## src/rtl/fifo_pkg.sv

```systemverilog
// Shared types and helpers for the stream FIFO: the stored entry layout and
// the width of an occupancy count able to represent a full FIFO.
package fifo_pkg;

   localparam int FIFO_DATA_WIDTH = 32;

   // Entry as held in the RAM: end-of-packet marker above the payload.
   typedef struct packed {
      logic                       last;
      logic [FIFO_DATA_WIDTH-1:0] data;
   } fifo_entry_t;

   function automatic int fifo_cw(input int depth);
      return $clog2(depth + 1);
   endfunction

endpackage

```

## src/rtl/fifo_sdp_ram.sv

```systemverilog
// Simple dual-port RAM: one write port, one registered read port. A write to
// the address being read in the same cycle is forwarded to the read register.
module fifo_sdp_ram #(
   parameter int WIDTH = 33,
   parameter int DEPTH = 16,
   localparam int AW = $clog2(DEPTH)
) (
   input  logic             clk,
   input  logic             wr_en,
   input  logic [AW-1:0]    wr_addr,
   input  logic [WIDTH-1:0] wr_data,
   input  logic [AW-1:0]    rd_addr,
   output logic [WIDTH-1:0] rd_data
);

   logic [WIDTH-1:0] mem [DEPTH];

   always_ff @(posedge clk) begin
      if (wr_en) begin
         mem[wr_addr] <= wr_data;
      end
   end

   // Write-first forwarding keeps rd_data equal to the current RAM head even
   // when the head was written at the same edge it became the read address.
   always_ff @(posedge clk) begin
      if (wr_en && (wr_addr == rd_addr)) begin
         rd_data <= wr_data;
      end else begin
         rd_data <= mem[rd_addr];
      end
   end

endmodule

```

## src/rtl/axis_sync_fifo.sv

```systemverilog
// Single-clock valid/ready stream FIFO with a first-word-fall-through output
// register, packet-end sideband, occupancy count, threshold flags and flush.
module axis_sync_fifo
   import fifo_pkg::*;
#(
   parameter int DATA_WIDTH = FIFO_DATA_WIDTH,
   parameter int DEPTH      = 16,
   parameter int AF_THRESH  = DEPTH - 2,
   parameter int AE_THRESH  = 1,
   localparam int CW        = fifo_cw(DEPTH)
) (
   input  logic                  clk,
   input  logic                  rst,
   input  logic                  flush,
   input  logic [DATA_WIDTH-1:0] in_data,
   input  logic                  in_last,
   input  logic                  in_valid,
   output logic                  in_ready,
   output logic [DATA_WIDTH-1:0] out_data,
   output logic                  out_last,
   output logic                  out_valid,
   input  logic                  out_ready,
   output logic [CW-1:0]         count,
   output logic                  almost_full,
   output logic                  almost_empty
);

   localparam int AW = $clog2(DEPTH);

   typedef struct packed {
      logic                  last;
      logic [DATA_WIDTH-1:0] data;
   } entry_t;

   // Handshake contract: a transfer happens on a rising edge where valid and
   // ready are both high; ready never depends combinationally on the far side.

   logic [AW-1:0] wr_ptr;
   logic [AW-1:0] rd_ptr;
   logic [AW-1:0] wr_ptr_nxt;
   logic [AW-1:0] rd_ptr_nxt;
   logic [CW-1:0] count_nxt;
   logic          clear;
   logic          wr_fire;
   logic          rd_fire;
   logic          ram_empty;
   logic          stage_free;
   logic          load_ram;
   logic          load_in;
   logic          ram_wr;
   logic          out_valid_nxt;
   entry_t        in_entry;
   entry_t        ram_q;

   assign clear    = rst | flush;
   assign in_ready = !rst && !flush && (count != CW'(DEPTH));
   assign wr_fire  = in_valid & in_ready;
   assign rd_fire  = out_valid & out_ready;
   assign in_entry = '{last: in_last, data: in_data};

   // The output register holds one of the counted entries whenever valid.
   assign ram_empty  = (count == CW'(out_valid));
   assign stage_free = !out_valid || rd_fire;

   always_comb begin
      load_ram      = 1'b0;
      load_in       = 1'b0;
      ram_wr        = 1'b0;
      out_valid_nxt = out_valid && !rd_fire;
      wr_ptr_nxt    = wr_ptr;
      rd_ptr_nxt    = rd_ptr;
      count_nxt     = count;
      if (clear) begin
         wr_ptr_nxt    = '0;
         rd_ptr_nxt    = '0;
         count_nxt     = '0;
         out_valid_nxt = 1'b0;
      end else begin
         // RAM head has priority; a write only bypasses into an empty FIFO.
         load_ram      = stage_free && !ram_empty;
         load_in       = stage_free && ram_empty && wr_fire;
         ram_wr        = wr_fire && !load_in;
         out_valid_nxt = (out_valid && !rd_fire) || load_ram || load_in;
         wr_ptr_nxt    = wr_ptr + AW'(ram_wr);
         rd_ptr_nxt    = rd_ptr + AW'(load_ram);
         count_nxt     = count + CW'(wr_fire) - CW'(rd_fire);
      end
   end

   always_ff @(posedge clk) begin
      wr_ptr    <= wr_ptr_nxt;
      rd_ptr    <= rd_ptr_nxt;
      count     <= count_nxt;
      out_valid <= out_valid_nxt;
      if (rst) begin
         out_data <= '0;
         out_last <= 1'b0;
      end else if (load_ram) begin
         out_data <= ram_q.data;
         out_last <= ram_q.last;
      end else if (load_in) begin
         out_data <= in_entry.data;
         out_last <= in_entry.last;
      end
   end

   // Reading at the next read pointer keeps ram_q aligned with the RAM head.
   fifo_sdp_ram #(
      .WIDTH (DATA_WIDTH + 1),
      .DEPTH (DEPTH)
   ) u_ram (
      .clk     (clk),
      .wr_en   (ram_wr),
      .wr_addr (wr_ptr),
      .wr_data (in_entry),
      .rd_addr (rd_ptr_nxt),
      .rd_data (ram_q)
   );

   assign almost_full  = (count >= CW'(AF_THRESH));
   assign almost_empty = (count <= CW'(AE_THRESH));

endmodule

```

## config.mk

```make
export PLATFORM = sky130hd
export DESIGN_NAME = axis_sync_fifo
export DESIGN_NICKNAME = d
export VERILOG_FILES = /design/src/rtl/fifo_pkg.sv /design/src/rtl/fifo_sdp_ram.sv /design/src/rtl/axis_sync_fifo.sv
export SDC_FILE = /design/constraint.sdc
export NUM_CORES = 1
export LEC_CHECK = 0
export BUFFER_PORTS_ARGS = -buffer_cell sky130_fd_sc_hd__buf_2
export CAP_MARGIN = 30
export CORE_ASPECT_RATIO = 0.5
export CORE_MARGIN = 2
export CORE_UTILIZATION = 37
export DETAILED_ROUTE_END_ITERATION = 10
export HOLD_SLACK_MARGIN = 0.05
export PLACE_DENSITY_LB_ADDON = 0.3
export SLEW_MARGIN = 5
export SYNTH_ARGS = -nofsm -noshare
export SYNTH_HDL_FRONTEND = slang
export SYNTH_SLANG_ARGS = --single-unit
```

## constraint.sdc

```tcl
create_clock -name clk -period 13.6 [get_ports clk]
set_clock_uncertainty 0.05 [all_clocks]
set_input_delay 0.68 -clock clk [delete_from_list [all_inputs] [get_ports clk]]
set_output_delay 0.68 -clock clk [all_outputs]
set_load 0.03 [all_outputs]
```

==> flow_summary.ini <==
[status]
status = complete, no violations

[global_route]
grt_pass1_vias = 11000
grt-ovfl-total = 0
antenna_found_initial = 2
grt.total_usage_pct = 15.3
grt_start_max_net_pins = 50
grt_pass1_wl_um = 70400

[floorplan]
initial_utilization_pct = 37.5
die_h_um = 177
core_area_um2 = 59400
ioPinCount = 80
row_count = 63
die_x_um = 351
die_area_um2 = 62200

[clocking]
htree_levels = 2
cts_tree = done
insertion_delay_ps = 580
post_cts_buffers = 0
clk_pin_slew_ps = 60
cts_root_buf = clkbuf_16
clock_tree.buffer_depth = 3
clock_sinks = 575
cts-hold-fix-buffers = 0
cts_buffers = 53
cts_resized = 0

[setup_path]
critical_path_class = reg2reg
crit_slowest_cell = or4b_2
path_cells = inv_1 -> ha_1 -> or3b_1 -> a211oi_1 -> or4b_2 -> nor2_4 -> buf_4
worstPathRequired_ps = 13790
endpoint_kind = flip-flop
start_kind = flip-flop
crit_arrival_ps = 3980
worst-path-buf-inv = 2
cp_max_fo = 18
max_stage_delay_ps = 840
crit_family = simple AND/OR/NAND/NOR gates

[yosys]
syn_avg_cell_area_um2 = 21.6
ys_warn_count = 0
yosysMostFrequentCell = edfxtp_1
synth_nets = 1085
synthTopCellsByCount = edfxtp_1, mux4_2, mux2i_1, dfxtp_1
syn_area_um2 = 22200
netlist_top_cells_area = edfxtp_1, mux4_2, dfxtp_1, mux2i_1, mux2_1
synth_cells = 1030
synth-seq-area-share_pct = 75.5
synth_top_cell_by_area = edfxtp_1
synth.distinct_cells = 40
synth_edf_count = 528
synth_ff_type = edfxtp_1
async_flop_share_pct = 0
synth_top_area_share_pct = 71.3
ys_ff_latch = 575

[placement]
io_buffers = 79
dp_hpwl_um = 24700
dp.cells = 1894
gp_congestion = 0.724

[routing]
drt-total-wl_um = 47200
via_per_inst = 5.20
drtIter0Drc = 1016
post_drt_wl_per_cell_um = 23.7
final_antenna_net_count = 0
route.detailed.drc = 0
vias = 10400
first_pass_iters = 5

[layout]
fin_util_pct = 43.1
layout-drive-gt1-share_pct = 29.4
syn_to_final_growth_pct = 15.1
final_nets = 1193
fin_cells = 1994

[sta]
drv_slew = 0
slew_headroom_pct = 34.6
tightest_slew_ps = 979
hold_viol = 0
setup_viol = 0
rsz0062_at_grt = false
max_freq_mhz = 264
fin_crit_sh_pct = 27.9
min_period_ps = 3790
fin_setup_tns_ps = 0

[power]
p_per_area_nw_per_um2 = 149
peakVddDrop_mv = 0.0909
leakage_nw = 8.24

[min_path]
hold_path_class = in2reg

[job]
max_cap_viol_count = 0
-- per-stage QoR --
step,power [mW],cell area [um^2],worst slack (ps),hold WS (ps)
after floorplan,2.24,22200,8780,452
after global placement,2.33,23700,9440,496
after detailed placement,2.34,23800,9430,496
after CTS,3.84,25600,9710,392
after global routing,3.94,25600,9600,412
final,3.81,25600,9810,425
-- flip-flops by register name, indices dropped and copies added, names as in the netlist --
signal     count
u_ram.mem    528
out_last       1
wr_ptr         4
count          5
out_valid      1
rd_ptr         4
out_data      32
-- worst paths after layout --
check / start / end / slack, ps / cells after the start
setup / recovery: count[2]$_SDFF_PP0_ / u_ram.mem[6][3]$_DFFE_PP_ / 9810 / 7
hold / removal: in_data[28] / u_ram.mem[4][28]$_DFFE_PP_ / 430 / 1
setup reg to reg: count[2]$_SDFF_PP0_ / u_ram.mem[6][3]$_DFFE_PP_ / 9810 / 7
hold reg to reg: out_data[12]$_SDFFE_PP0P_ / out_data[12]$_SDFFE_PP0P_ / 510 / 2
-- worst register-to-register path, delay by kind of cell, from the launching register on --
family | cells | cell delay (ps)
flip-flops | 1 | 440
AND/OR/NAND/NOR | 3 | 1900
AO/OA/AOI/OAI | 1 | 180
buffers and inverters | 2 | 630
adder cells (fa/ha/maj) | 1 | 240
-- cell usage in the layout (no fill, tap or decap), types with 5 or more instances in the layout --
cell	count
buf_2	79
clkbuf_16	54
and2_1	5
o22ai_1	33
buf_4	25
clkinv_1	9
a21o_1	33
clkbuf_1	10
nor2_1	11
mux2_1	30
xnor2_1	5
mux4_2	132
edfxtp_1	528
ha_1	16
mux2i_1	66
nor2_4	12
dfxtp_1	44
inv_1	11
clkinv_2	12
bufinv_16	7
-- cell families (layout without fill, tap and decap cells) --
family                     count (synthesis)  after routing  synth area share, %
AOI/OAI and AO/OA                         80             80                 2.53
xor gates and xnor gates                   8              8                0.315
adders and majority gates                 17             17                0.990
buffers and inverters                     66            217                 1.37
DFF                                      575            575                 75.5
muxes                                    231            231                 18.0
other                                      0              1                    0
and+or+nand+nor                           53             53                 1.25
-- power breakdown --
part / internal (mW) / switching [mW] / total [mW]
sequential: 1.95 / 0.0269 / 1.98
combinational: 0.147 / 0.179 / 0.326
clock: 0.877 / 0.630 / 1.51
-- metal layers --
layer	vias up	GRT usage [%]	share of wire [%]
met4	2	3.95	2.0
met2	251	25.7	49
met3	77	2.89	5.2
met1	5542	20.6	44
met5	-	0	0.028
li1	4499	-	-
-- cell type report --
class | count | area (um^2)
Tap cell | 812 | 1020
Clock buffer | 67 | 1430
Inverter | 11 | 41.3
Timing Repair Buffer | 108 | 686
Multi-Input combinational cell | 389 | 5280
Clock inverter | 31 | 338
Sequential cell | 575 | 16800
Antenna cell | 1 | 2.50
Fill cell | 5049 | 33800
(Power assumes the default switching activity.)
